### src/rtl/kfx86_alu_result_stage.sv
// ALU result stage: 2-entry in-order writeback FIFO plus the architectural FLAGS register.
// Handles flag merge from the ALU, direct flag ops (CLC..STI) and POPF/IRET loads.
module kfx86_alu_result_stage (
  input  logic        clock,
  input  logic        reset,
  input  logic        in_valid,
  output logic        in_ready,
  input  logic [15:0] in_result,
  input  logic [15:0] in_flags,
  input  logic [4:0]  in_opcode,
  input  logic        in_word,
  input  logic [2:0]  in_dest,
  input  logic        in_keep_carry,
  input  logic [2:0]  flag_op,
  input  logic        flags_load,
  input  logic [15:0] flags_load_data,
  output logic        wb_valid,
  input  logic        wb_ready,
  output logic [15:0] wb_data,
  output logic [2:0]  wb_dest,
  output logic        wb_word,
  output logic        wb_enable,
  output logic [15:0] flags
);

  localparam int unsigned DATA_W  = 16;
  localparam int unsigned FLAGS_W = 16;
  localparam int unsigned DEST_W  = 3;
  localparam int unsigned OP_W    = 5;
  localparam int unsigned FOP_W   = 3;
  localparam int unsigned CNT_W   = 2;

  localparam int unsigned BIT_C = 0;
  localparam int unsigned BIT_I = 9;
  localparam int unsigned BIT_D = 10;

  localparam logic [OP_W-1:0] OP_CMP = 5'b00111;

  localparam logic [FOP_W-1:0] FOP_CLC = 3'd1;
  localparam logic [FOP_W-1:0] FOP_STC = 3'd2;
  localparam logic [FOP_W-1:0] FOP_CMC = 3'd3;
  localparam logic [FOP_W-1:0] FOP_CLD = 3'd4;
  localparam logic [FOP_W-1:0] FOP_STD = 3'd5;
  localparam logic [FOP_W-1:0] FOP_CLI = 3'd6;
  localparam logic [FOP_W-1:0] FOP_STI = 3'd7;

  // O S Z A P come straight from the ALU; C is handled separately.
  localparam logic [FLAGS_W-1:0] ALU_MASK   = 16'h08D4;
  localparam logic [FLAGS_W-1:0] FORCE_ONE  = 16'hF002;
  localparam logic [FLAGS_W-1:0] FORCE_ZERO = 16'h0028;

  localparam logic [CNT_W-1:0] CNT_EMPTY = 2'd0;
  localparam logic [CNT_W-1:0] CNT_ONE   = 2'd1;
  localparam logic [CNT_W-1:0] CNT_FULL  = 2'd2;

  typedef struct packed {
    logic [DATA_W-1:0] data;
    logic [DEST_W-1:0] dest;
    logic              word;
    logic              enable;
  } wb_entry_t;

  logic [CNT_W-1:0]   count_q, count_d;
  wb_entry_t          head_q, head_d, tail_q, tail_d, new_entry;
  logic [FLAGS_W-1:0] flags_q, flags_d, flags_work;
  logic               accept, pop;

  assign accept = in_valid && in_ready;
  assign pop    = wb_valid && wb_ready;

  assign new_entry = '{data:   in_result,
                       dest:   in_dest,
                       word:   in_word,
                       enable: (in_opcode != OP_CMP)};

  // FIFO: head is the oldest entry and drives wb_* directly.
  always_comb begin
    count_d = count_q;
    head_d  = head_q;
    tail_d  = tail_q;
    case ({accept, pop})
      2'b10: begin
        if (count_q == CNT_EMPTY) head_d = new_entry;
        else                      tail_d = new_entry;
        count_d = count_q + CNT_ONE;
      end
      2'b01: begin
        if (count_q == CNT_FULL) head_d = tail_q;
        count_d = count_q - CNT_ONE;
      end
      2'b11: begin
        // accept implies count 1 here, so the new entry becomes the head
        head_d = new_entry;
      end
      default: ;
    endcase
  end

  // FLAGS: ALU merge, then direct flag op, then load override, then normalise.
  always_comb begin
    flags_work = flags_q;
    if (accept) begin
      flags_work = (flags_work & ~ALU_MASK) | (in_flags & ALU_MASK);
      if (!in_keep_carry) flags_work[BIT_C] = in_flags[BIT_C];
    end
    case (flag_op)
      FOP_CLC: flags_work[BIT_C] = 1'b0;
      FOP_STC: flags_work[BIT_C] = 1'b1;
      FOP_CMC: flags_work[BIT_C] = ~flags_work[BIT_C];
      FOP_CLD: flags_work[BIT_D] = 1'b0;
      FOP_STD: flags_work[BIT_D] = 1'b1;
      FOP_CLI: flags_work[BIT_I] = 1'b0;
      FOP_STI: flags_work[BIT_I] = 1'b1;
      default: ;
    endcase
    if (flags_load) flags_work = flags_load_data;
    flags_d = (flags_work | FORCE_ONE) & ~FORCE_ZERO;
  end

  always_ff @(posedge clock) begin
    if (reset) begin
      count_q  <= CNT_EMPTY;
      head_q   <= '0;
      tail_q   <= '0;
      flags_q  <= FORCE_ONE;
      wb_valid <= 1'b0;
      in_ready <= 1'b1;
    end else begin
      count_q  <= count_d;
      head_q   <= head_d;
      tail_q   <= tail_d;
      flags_q  <= flags_d;
      wb_valid <= (count_d != CNT_EMPTY);
      in_ready <= (count_d != CNT_FULL);
    end
  end

  assign wb_data   = head_q.data;
  assign wb_dest   = head_q.dest;
  assign wb_word   = head_q.word;
  assign wb_enable = head_q.enable;
  assign flags     = flags_q;

endmodule

### config.mk
export PLATFORM = sky130hd
export DESIGN_NAME = kfx86_alu_result_stage
export DESIGN_NICKNAME = d
export VERILOG_FILES = /design/src/rtl/kfx86_alu_result_stage.sv
export SDC_FILE = /design/constraint.sdc
export NUM_CORES = 1
export LEC_CHECK = 0
export ABC_AREA = 1
export CORE_ASPECT_RATIO = 1.1
export CORE_UTILIZATION = 39
export DETAILED_ROUTE_END_ITERATION = 8
export HOLD_SLACK_MARGIN = 0.06
export PLACE_DENSITY = 0.77
export SLEW_MARGIN = 20
export SYNTH_ARGS = -nofsm -noshare
export SYNTH_HDL_FRONTEND = slang
export SYNTH_SLANG_ARGS = --single-unit
export TNS_END_PERCENT = 50
### constraint.sdc
create_clock -name clock -period 1.4 [get_ports clock]
set_input_delay 0.35 -clock clock [delete_from_list [all_inputs] [get_ports clock]]
set_output_delay 0.35 -clock clock [all_outputs]
set_load 0.01 [all_outputs]
; Word level (Yosys, flattened, before mapping)
; Index checks and enable logic that the tools add are counted.
[word_totals]
regBits = 59
latchBits = 0
ram_bits = 0
rom_bits = 0
input_bits = 66
out_inout_bits = 39
word_cells = 56
mem_count = 0
[classes]
addsub = 2
multipliers = 0
div = 0
n_lt_le_gt_ge = 0
eq_ne = 15
shifts = 0
muxes = 10
bitwise_logic = 3
reduce_logical = 10
[op_table]
columns = cell, n
row1 = 21-bit one-hot mux with 3 select lines, 1
row2 = 21-bit two-way mux, 2
row3 = 12-bit two-way mux, 2
row4 = "3-bit == test, second input constant", 4
row5 = 11-bit by 12-bit OR with 12-bit output, 1
row6 = 4-bit nonzero test, 2
row7 = "2-bit == test, second input constant", 3
row8 = "3-bit by 2-bit == test with 1-bit output, second input constant", 2
row9 = "2-bit inequality test, second input constant", 3
row10 = "5-bit by 3-bit inequality test with 1-bit output, second input constant", 1
row11 = 1-bit one-hot mux with 2 select lines, 2
row12 = 2-bit one-hot mux with 2 select lines, 1
row13 = 2-bit nonzero test, 2
row14 = "3-bit by 1-bit == test with 1-bit output, second input constant", 1
row15 = 1-bit one-hot mux with 3 select lines, 1
row16 = 3-bit AND reduction, 1
row17 = 3-bit nonzero test, 1
row18 = "2-bit by 1-bit adder with 2-bit output, second input constant", 1
row19 = "2-bit by 1-bit == test with 1-bit output, second input constant", 1
row20 = 1-bit logical AND, 2
row21 = 2-bit logical NOT, 1
row22 = 1-bit NOT, 2
row23 = 2-bit AND reduction, 1
row24 = "2-bit by 1-bit subtractor with 2-bit output, second input constant", 1
row25 = 1-bit two-way mux, 1

; Logic depth before layout (Yosys ltp)
; Gate-level depths: netlist of the first run.
[logic_depth]
ltp_word = 6
depth_mapped = 11
mapped_depth_nobuf = 10

; Least setup slack after synthesis of the first run
; OpenSTA, ideal clock, no wires.
[synth_path]
path_type = reg-to-reg
start = reg in_ready
end = reg head_q (netlist bit wb_data[0])
setup_ns = 0.113
arrival_ns = 1.391
t_required_ns = 1.287
setup_slack_ns = -0.104
path_stages_with_launch = 11
n_path_buf = 2
period_less_slack_ns = 1.504
path_cell_list = dfxtp_1 > nand2_2 > ha_1 > buf_4 > nand3_1 > o21ai_2 > nand2_1 > inv_2 > buf_4 > nor2_1 > nor2_1
[synth_between]
elab_chain_len = 4
word_cells_on_any_way = 9
classes_between = eq/ne: 5 / mux: 1 / reduce/logical: 3
[synth_rtl]
columns = element, line
row1 = "start, declared", 7  ; output logic in_ready,
row2 = "start signal, assigned", 134  ; in_ready <= (count_d != CNT_FULL);
row3 = 1-bit logical AND *, 68  ; assign accept = in_valid && in_ready;
row4 = 2-bit by 1-bit == test with 1-bit output / 2-bit == test (equally long branches), 81  ; case ({accept, pop})
row5 = 2-bit inequality test (no line) / 3-bit nonzero test (equally long branches), n/a
row6 = 3-bit AND reduction (no line), n/a
row7 = "end signal, assigned", 123  ; head_q <= '0;
row8 = "end signal, assigned", 130  ; head_q <= head_d;
row9 = "end, declared", 64  ; wb_entry_t head_q, head_d, tail_q, tail_d, new_entry;
; Every way passes the cells marked *; elsewhere a longest branch is shown, timed or not.
; A chain may end at the register's enable or synchronous reset.

; Final worst setup path of the first run
[layout_path]
start = reg in_ready
end = reg head_q (netlist bit wb_enable)
; The elaborated chain is that of the path after synthesis.

==> flow_summary.ini, run 1 <==
[floorplan]
io_pins = 105
die-area_mm2 = 0.006853
core_mm2 = 0.006231
die_w_um = 79.02
die_y_um = 86.73
core.rowCount = 30
start_util_pct = 40.84

[timing]
fin_crit_ns = 1.569
hold_violations = 0
fin_skew_ns = 0.009054
layout_worst_path_cycle_share_pct = 112.1
layout_setup_ws_ns = -0.1688
hold_ws_ns = 0.4717
maxSlewViolCount = 0
setup_viol = 35
grt_setup_unrepaired = true
max_clock_freq_mhz = 637.4

[yosys]
syn_avg_cell_area_um2 = 6.916
synthXorXnorAreaFrac_pct = 0.3441
ys_seq_area_share_pct = 43.26
synth_cell_type_count = 23
synth_fa_ha_area_share_pct = 0.9833
yosys.area_share.simple_pct = 32.60
synthCells = 368
ys_seq_elements = 55
synth_top_family_by_area = simple AND/OR/NAND/NOR gates
syn-cell-area_mm2 = 0.002545
synth.area.mux_share_pct = 0
yosysWarnings = 0
synth_compound_area_share_pct = 12.64

[drt]
routed_wl_um = 7895
post-route-drc-count = 0
drt_first_iter_violations = 129
postRouteAntennaNets = 0
first_pass_iters = 4
wl_per_cell_um = 14.15
via_per_inst = 5.070
vias = 2829

[power_and_ir_drop]
irDropWorstVdd_mv = 0.7311
p_per_area_mw_per_mm2 = 1586
p_leak_nw = 1.951

[critical_path]
critPathRequiredTime_ns = 1.62
rr_endpoint = wb_enable
reg2reg_depth = 10
cp_max_fo = 5
worstSetupStartpointType = flop
crit_type = reg2reg
rrSetupSlack_ns = -0.17
end_kind = flop
reg2reg_from = in_ready
worst_ep_arrival_time_ns = 1.79

[clock_tree]
cts.sinks = 55
cts-root-buf = clkbuf_8
cts_made_buffers = 5
cts_tree = yes
cts.path.max_buffers = 2
cts.clk_slew.worst_paths_ns = 0.10
cts_hold_buf = 0
cts_htree_levels = 2
clock_latency_ns = 0.31

[outcome]
status = complete, but fails checks
violations = negative setup slack

[layout]
drive_above_1_share_pct = 25.73
fin_nets = 546
final-seq-area_mm2 = 0.001104
multiInputGateArea_mm2 = 0.001509
synthToLayoutAreaGrowth_pct = 67.01
n_antenna_cell = 0
fin_util_pct = 68.21
fillerInstances = 509

[placement]
port_buffers = 80
finalWeightedCongestion = 0.7832
dp_hpwl_um = 4605

[min_path]
hold_path_class = reg2reg
hold_end = wb_dest[1]
hold_path_startpoint = wb_dest[1]
holdPathStages = 2

[grt]
grt_pass1_wl_um = 12300
grt_start_max_net_pins = 29
grt_pass1_vias = 2725
grt_overflow_total = 0
grtUsageTotal_pct = 22.83
antenna_found_initial = 0

[flow_run]
cap_violations = 0
==> cell usage in the layout (no fill, tap or decap), types with 7 or more instances in the layout <==
| cell | count |
|---|---|
| nor2_1 | 63 |
| nand2_1 | 61 |
| clkdlybuf4s50_1 | 46 |
| inv_1 | 17 |
| dlygate4sd2_1 | 32 |
| buf_6 | 13 |
| a21boi_1 | 14 |
| conb_1 | 7 |
| nand3_1 | 39 |
| nor2_2 | 18 |
| o21ai_0 | 10 |
| nor2_4 | 9 |
| o21ai_2 | 9 |
| buf_4 | 19 |
| dfxtp_1 | 53 |
==> critical path: stages (launching register included) <==
cell and delay (ns):
dfxtp_2 0.35, buf_6 0.11, nand2_8 0.06, buf_6 0.12, buf_6 0.11, o21ai_4 0.22, buf_6 0.17, buf_8 0.12
nand3_4 0.06, nor2_4 0.12, nor2_2 0.04
==> worst max path at each step <==
stage | startpoint | endpoint | depth (start not counted)
after floorplan | in_ready | wb_data[0] | 10
after global placement | in_valid | in_ready | 9
after detailed placement | in_valid | wb_valid | 9
after CTS | in_ready | wb_dest[0] | 12
after global routing | in_ready | wb_data[11] | 10
final | in_ready | wb_enable | 10
==> power breakdown <==
group / leakage (nW) / switching [mW] / internal (mW)
clock network: 0.0513 / 0.507 / 0.525
registers: 0.454 / 0.321 / 2.00
logic: 1.45 / 1.69 / 1.69
total: 1.95 / 2.52 / 4.22
==> cell families after synthesis <==
kind of cell               count (synthesis)
buffers and inverters                     53
other                                      2
adders and majority gates                  2
DFF                                       55
AOI/OAI and AO/OA                         51
xor gates and xnor gates                   1
and+or+nand+nor                          204
==> layout make-up <==
| class | count | area share [%] |
|---|---|---|
| Timing Repair Buffer | 124 | 30.47 |
| Timing Repair inverter | 2 | 0.4121 |
| Inverter | 25 | 2.885 |
| Clock buffer | 6 | 1.707 |
| Sequential cell | 55 | 25.96 |
| Multi-Input combinational cell | 265 | 35.50 |
| Clock inverter | 1 | 0.7065 |
| Tap cell | 80 | 2.355 |
==> through the flow <==
| step | TNS, ns | cell area (um2) | std cells | setup slack (ns) | total power, mW |
|---|---|---|---|---|---|
| floorplan | 0 | 2605 | 373 | 0.0008203 | 3.610 |
| CTS | -4.690 | 4064 | 556 | -0.1891 | 6.301 |
| finish | -3.254 | 4250 | 558 | -0.1688 | 6.743 |
| global route | -6.251 | 4250 | 558 | -0.2535 | 7.157 |
| global placement | -24.32 | 3573 | 533 | -0.6693 | 4.598 |
| detailed placement | -26.32 | 3573 | 533 | -0.7469 | 4.669 |
==> sequential cells by signal (all words and copies together), names as in the netlist <==
| signal | count |
|---|---|
| wb_dest | 3 |
| wb_enable | 1 |
| tail_q | 21 |
| flags | 9 |
| wb_word | 1 |
| in_ready | 1 |
| count_q | 2 |
| wb_valid | 1 |
| wb_data | 16 |
==> repair_timing <==
item	in CTS	in global routing
endpoints found under the setup margin	77	48
buffers inserted	12	4
pin swaps	22	17
gates cloned	4	2
resized for setup	97	74
==> synth_stat cells <==
master,instances,area share (%)
a31oi_1,1,0.25
inv_2,5,0.74
nor2_1,90,13
ha_1,2,0.98
clkbuf_1,4,0.59
a21oi_1,1,0.20
o21ai_2,2,0.69
xor2_1,1,0.34
o211ai_1,1,0.30
buf_1,2,0.30
nand4_1,1,0.25
conb_1,2,0.30
dfxtp_1,55,43
o211a_1,1,0.39
inv_1,20,2.9
buf_2,12,2.4
nand2_1,65,9.6
nand3_1,47,9.2
nand2_2,1,0.25
buf_4,10,2.9
a21boi_1,8,2.4
a21boi_0,12,3.5
o21ai_0,25,4.9
==> layer usage <==
metal / vias to the layer above / share of wire, % / GRT usage [%]
met5: - / 0 / 0
met4: 0 / 3.1 / 9.421
met3: 21 / 6.1 / 5.053
met2: 113 / 52 / 42.24
met1: 1317 / 39 / 24.92
li1: 1378 / - / -
(Power assumes the default switching activity.)
==> run 2: changes to the inputs <==
Settings changed: CTS_BUF_LIST set to sky130_fd_sc_hd__clkbuf_4 sky130_fd_sc_hd__clkbuf_8 sky130_fd_sc_hd__clkbuf_16, GPL_ROUTABILITY_DRIVEN set to 0.
==> flow_summary.ini, run 2 (synthesis gave the netlist of run 1 again) <==
[placement]
port_buffers = 80
dp_hpwl_um = 4605
placed_area_mm2 = 0.003573
dp_slack_ns = -0.7469
dp.cells = 533

[clock_tree]
cts_tree = yes
cts-root-buf = clkbuf_8
clock_latency_ns = 0.31
cts_made_buffers = 5
cts.path.max_buffers = 2
cts.clk_slew.worst_paths_ns = 0.09
cts_htree_levels = 2
cts.sinks = 55

[grt]
grt_start_max_net_pins = 29
antenna_found_initial = 0
grt.met3_usage_pct = 5.158
grt_pass1_wl_um = 12280
grtUsageTotal_pct = 22.74
grt_pass1_vias = 2735
grtUsageMet2_pct = 41.69
grt_overflow_total = 0
met1_usage_pct = 24.79
grt.busiest_layer = met2

[layout]
synthToLayoutAreaGrowth_pct = 67.45
largest_reg_flops = 21
regMostFlops = tail_q
final_cell_mix = nor2_1 (63), nand2_1 (60), dfxtp_1 (53)
drive_above_1_share_pct = 26.15
n_antenna_cell = 0
layoutNonFillerInstCount = 558
fin_nets = 546
final_common_cell = nor2_1
fin_area_mm2 = 0.004262

[drt]
first_pass_iters = 4
via_per_inst = 5.095
routed_wl_um = 7873
post-route-drc-count = 0
drt_first_iter_violations = 132
postRouteAntennaNets = 0
wl_per_cell_um = 14.11
vias = 2843

[critical_path]
crit_type = reg2reg
cp_max_fo = 5
end_kind = flop
worst_ep_arrival_time_ns = 1.82
critPathRequiredTime_ns = 1.62
worstSetupStartpointType = flop

[power_and_ir_drop]
power.total_mw = 6.779
irDropWorstVdd_mv = 0.7191
p_leak_nw = 1.957
p_per_area_mw_per_mm2 = 1591

[timing]
hold_violations = 0
maxSlewViolCount = 0
layout_setup_ws_ns = -0.2025
grt_setup_unrepaired = true
fin_setup_tns_ns = -3.405
fin_crit_ns = 1.603
setup_viol = 37
fin_skew_ns = 0.006420
max_clock_freq_mhz = 624.0
layout_worst_path_cycle_share_pct = 114.5

[outcome]
violations = negative setup slack
status = complete, but fails checks

[floorplan]
die-area_mm2 = 0.006853
die_w_um = 79.02
io_pins = 105
core.rowCount = 30
start_util_pct = 40.84
die_y_um = 86.73
core_mm2 = 0.006231

[min_path]
hold_path_class = reg2reg

[flow_run]
cap_violations = 0
==> run 2: cell types whose count changed in the layout (fill, tap and decap cells not counted) <==
cell	previous run	this run
clkbuf_1	1	0
o21ai_0	10	12
nand2_1	61	60
nor2_4	9	10
o21ai_1	6	4
clkbuf_4	0	1
nor2_2	18	17
nand2_2	2	3
==> run 2: worst paths after layout <==
check,start,to,slack [ns],depth (start not counted)
setup / recovery,in_ready,wb_enable,-0.20,10
hold reg to reg,wb_word,wb_word,0.47,2
setup reg to reg,in_ready,wb_enable,-0.20,10
hold / removal,wb_word,wb_word,0.47,2
==> run 2: critical path: stages, from the launching register on <==
cell	delay, ns
dfxtp_2	0.35
buf_6	0.11
nand2_8	0.06
buf_6	0.12
buf_6	0.11
o21ai_4	0.22
buf_6	0.17
buf_8	0.12
nand3_4	0.07
nor2_4	0.13
nor2_2	0.04
==> run 2: area by class of cell <==
class / count / area (um2)
Timing Repair Buffer: 124 / 1295
Inverter: 25 / 122.6
Timing Repair inverter: 2 / 17.52
Fill cell: 506 / 1969
Sequential cell: 55 / 1104
Clock inverter: 1 / 30.03
Clock buffer: 6 / 76.32
Tap cell: 80 / 100.1
Multi-Input combinational cell: 265 / 1516
==> run 2: through the flow <==
step	utilization, %	hold WS, ns
floorplan	-	0.4224
global placement	57.35	0.4637
detailed placement	57.35	0.4709
CTS	65.28	0.4744
global route	68.39	0.5042
finish	68.39	0.4702
==> run 2: timing repair <==
action,in CTS,in global routing
cloned,4,2
resized for setup,97,74
endpoints found under the setup margin,77,48
buffers inserted,12,4
hold buffers,0,0
pin swaps,22,16
==> run 2: routing by layer <==
metal  up-vias  part of all wire [%]
met5         -                     0
met4         0                   3.7
met3        24                   6.3
met2       118                    52
met1      1318                    38
li1       1383                     -
==> run 2: where the power goes <==
group	internal, mW	switching [mW]
logic	1.70	1.70
clock network	0.545	0.501
registers	2.00	0.329
==> run 3: changes to the inputs <==
Settings changed: CTS_CLUSTER_DIAMETER set to 30, MAX_ROUTING_LAYER set to met4.
==> flow_summary.ini, run 3 (synthesis gave the netlist of run 1 again) <==
[outcome]
status = complete, but fails checks
violations = negative setup slack

[floorplan]
io_pins = 105
die_w_um = 79.02
core.rowCount = 30
die_y_um = 86.73
start_util_pct = 40.84
die-area_mm2 = 0.006853
core_mm2 = 0.006231

[min_path]
hold_path_class = reg2reg
holdPathStages = 2
hold_end = wb_dest[1]
hold_path_startpoint = wb_dest[1]

[clock_tree]
cts.clk_slew.worst_paths_ns = 0.09
cts-root-buf = clkbuf_8
cts_made_buffers = 5
clock_latency_ns = 0.31
cts_tree = yes
cts_hold_buf = 0
cts.sinks = 55
cts_htree_levels = 2
cts.path.max_buffers = 2

[layout]
fin_util_pct = 66.95
layoutNonFillerInstCount = 558
n_antenna_cell = 0
regMostFlops = tail_q
final_common_cell = nor2_1
fin_nets = 546
final_cell_mix = nor2_1 (70), nand2_1 (60), dfxtp_1 (53)
fillerInstances = 522
drive_above_1_share_pct = 22.80
largest_reg_flops = 21
synthToLayoutAreaGrowth_pct = 63.91

[drt]
route.met2.wl_um = 3955
drt_first_iter_violations = 221
first_pass_iters = 4
postRouteAntennaNets = 0
wl_per_cell_um = 13.72
dr_wl_met3_um = 493
via_per_inst = 5.057
routed_wl_um = 7653
post-route-drc-count = 0
drt-met1-wl_um = 3045
top_layer = met4
vias = 2822

[timing]
setup_viol = 39
layout_setup_ws_ns = -0.1846
maxSlewViolCount = 0
fin_crit_ns = 1.585
layout_worst_path_cycle_share_pct = 113.2
fin_skew_ns = 0.007819
grt_setup_unrepaired = true
hold_violations = 0
max_clock_freq_mhz = 631.1

[grt]
grt_overflow_total = 0
grt_start_max_net_pins = 29
grt_pass1_wl_um = 12250
antenna_found_initial = 0
grtUsageTotal_pct = 23.42
grt_pass1_vias = 2741

[placement]
dp.cells = 533
dp_hpwl_um = 4605
port_buffers = 80

[critical_path]
worst_ep_arrival_time_ns = 1.80
reg2reg_from = in_ready
end_kind = flop
rrSetupSlack_ns = -0.18
critPathRequiredTime_ns = 1.61
worstSetupStartpointType = flop
cp_max_fo = 5
reg2reg_depth = 10
rr_endpoint = wb_enable
crit_type = reg2reg

[power_and_ir_drop]
irDropWorstVdd_mv = 0.7670
power.total_mw = 6.586
p_per_area_mw_per_mm2 = 1579
p_leak_nw = 1.928

[flow_run]
cap_violations = 0
## run 3: cell counts in the layout (fill, tap and decap cells not counted)
Identical to the previous run, type by type.
## run 3: per-layer routing
layer | up-vias | track usage [%]
li1 | 1387 | -
met1 | 1289 | 25.31
met2 | 130 | 41.54
met3 | 16 | 4.526
met4 | 0 | 10.08
met5 | - | -
## run 3: power breakdown
group	leakage (nW)	switching (mW)	total, mW	internal [mW]
logic	1.42	1.62	3.23	1.62
clock network	0.0547	0.506	1.05	0.545
registers	0.454	0.300	2.30	2.00
total	1.93	2.42	6.59	4.16
## run 3: worst max-delay path by stage
stage / start / to / slack (ns) / cells after the start
floorplan: in_ready / wb_data[0] / 0.0008 / 10
global placement: in_valid / in_ready / -0.67 / 9
detailed placement: in_valid / wb_valid / -0.75 / 9
CTS: in_ready / wb_dest[0] / -0.19 / 12
global route: in_ready / wb_enable / -0.25 / 10
finish: in_ready / wb_enable / -0.18 / 10
## run 3: worst max-delay path: stages, from the launching register on
cell,delay [ns]
dfxtp_2,0.35
buf_6,0.11
nand2_8,0.06
buf_6,0.12
buf_6,0.11
o21ai_4,0.21
buf_6,0.16
buf_8,0.12
nand3_4,0.07
nor2_4,0.13
nor2_2,0.04
## run 3: layout make-up
cell class              instances  area, um2  area share (%)
clock buffers                   6      76.32           1.830
flip-flops and latches         55       1104           26.45
clock inverters                 1      30.03          0.7199
repair inverters                2      17.52          0.4199
inverters                      25      122.6           2.939
repair buffers                124       1282           30.74
well taps                      80      100.1           2.400
multi-input cells             265       1439           34.49
## run 3: metrics by stage
| step | worst slack (ns) | instance area [um2] | TNS, ns | hold slack, ns |
|---|---|---|---|---|
| 2_1_floorplan | 0.0008203 | 2605 | 0 | 0.4224 |
| 3_3_place_gp | -0.6693 | 3573 | -24.32 | 0.4637 |
| 4_1_cts | -0.1890 | 4068 | -4.690 | 0.4744 |
| 3_5_place_dp | -0.7469 | 3573 | -26.32 | 0.4709 |
| 6_report | -0.1846 | 4172 | -3.256 | 0.4708 |
| 5_1_grt | -0.2472 | 4172 | -6.756 | 0.5023 |
## run 3: repair_timing
item / CTS / global route
buffers inserted: 12 / 4
pin swaps: 22 / 16
cloned: 4 / 2
endpoints found under the setup margin: 77 / 48
gates resized for setup: 97 / 43
==> edit, RTL diff (flow settings as in run 2) <==
`CNT_W`: 2 -> 3.
--- a/src/rtl/kfx86_alu_result_stage.sv
+++ b/src/rtl/kfx86_alu_result_stage.sv
@@ -28,7 +28,7 @@
   localparam int unsigned DEST_W  = 3;
   localparam int unsigned OP_W    = 5;
   localparam int unsigned FOP_W   = 3;
-  localparam int unsigned CNT_W   = 2;
+  localparam int unsigned CNT_W   = 3;
 
   localparam int unsigned BIT_C = 0;
   localparam int unsigned BIT_I = 9;
Check against the original RTL: no difference found for any inputs over 10 cycles, from zero or initial values and one cycle with reset high; that may be too few to reach the edited logic, so the function may still have changed.
==> edit against run 2 <==
The run still ends with setup timing left. Sequential cell count rose by 1. Wire length is 20% lower. Total power down 5.5%. Design area shrank 10%. Synthesized area increased by 3.4%. Clock power is 11% lower. Clock skew is 0.0029 ns higher. Sequential share of layout area is 3.5 points higher. Worst setup slack got worse by 0.11 ns. Synthesized cell count increased by 3.8%.
==> edit: results (changes against run 2) <==
[setup_path]
max_stage_delay_ns = 0.44  ; +0.09 ns
crit_path_end = in_ready
r2r_slack_ns = -0.31  ; -0.11 ns
cpLargestDelayFamily = adder cells
cp_data_arrival_time_ns = 1.91  ; +0.09 ns
cp_max_fo = 2  ; -3
r2r-start = wb_valid

[min_path]
hp-start = wb_data[13]
holdPathEnd = wb_data[13]

[global_routing]
grt_max_degree = 43  ; +48%
grt_pass1_vias = 2433  ; -11%
grt_pass1_wl_um = 10600  ; -14%

[placement]
dpl-instance-area_um2 = 3690  ; +3.3%

[timing]
final-setup-viol-count = 25  ; -32%
layout_setup_ws_ns = -0.309  ; -0.107 ns

[run_status]
violations = setup timing
status = finished with violations

[detailed_routing]
initialDrtViolationCount = 130  ; -1.5%
wl_met3_um = 262  ; -47%
viasPerCell = 4.70  ; -7.7%
wl_per_cell_um = 11.2  ; -20%
route.met2.wl_um = 3090  ; -24%

[layout]
num-fill-cells = 636  ; +26%
fin_cells = 561  ; +0.54%
drive_gt1_frac = 0.136  ; -0.126

[logic_synthesis]
avgSynthCellArea_um2 = 6.89  ; -0.35%
yosys-top-cells-count = nor2_1, nand2_1, dfxtp_1
synth.distinct_cells = 24  ; +4.3%
yosysSeqAreaShare = 0.426  ; -0.00679

[pwr]
clockPowerShare = 0.145  ; -0.009
max-vdd-ir-drop_uv = 637  ; -11%
p_leak_nw = 1.81  ; -7.3%
swShare = 0.374  ; +0.000935

-- edit: final cells by class --
class	count	area, um2	area share
well taps	82	103	0.0267
repair buffers	111	1060	0.275
clock buffers	6	82.6	0.0215
multi-input cells	275	1340	0.349
flip-flops and latches	56	1130	0.294
inverters	29	116	0.0303
clock inverters	2	13.8	0.00359
-- edit: per-stage QoR --
stage | worst slack (ns) | power (W) | TNS, ns | hold WS [ns]
after floorplan | -0.398 | 0.00410 | -1.04 | 0.422
after global placement | -0.761 | 0.00535 | -30.85 | 0.446
after detailed placement | -0.859 | 0.00545 | -33.17 | 0.454
after CTS | -0.316 | 0.00624 | -6.27 | 0.474
after global routing | -0.392 | 0.00697 | -7.95 | 0.504
final | -0.309 | 0.00641 | -4.02 | 0.469
-- edit: cells by family (layout without fill, tap and decap cells) --
family / after synthesis / in the layout / synth area share
buf+inv: 56 / 148 / 0.102
other cells: 2 / 7 / 0.00285
fa+ha+maj: 3 / 3 / 0.0171
compound gates: 49 / 49 / 0.114
xor+xnor: 2 / 2 / 0.00666
flops: 56 / 56 / 0.426
simple gates: 214 / 214 / 0.332
-- edit: layer usage --
metal  up-vias  global-route usage
met1      1185               0.219
li1       1376                   -
met5         -                   0
met3        10              0.0438
met4         0              0.0731
met2        66               0.347
-- edit: worst reg2reg max path, delay by kind of cell (launching register included) --
kind	cells	cell delay (ns)
flip-flops	1	0.33
adder cells (fa/ha/maj)	2	0.60
AO/OA/AOI/OAI	1	0.12
buffers and inverters	3	0.17
AND/OR/NAND/NOR	4	0.38
-- edit: timing repair --
item	4_1_cts	5_1_grt
resized for setup	37	25
buffers inserted	0	2
pin swaps	5	7
endpoints found under the setup margin	79	47
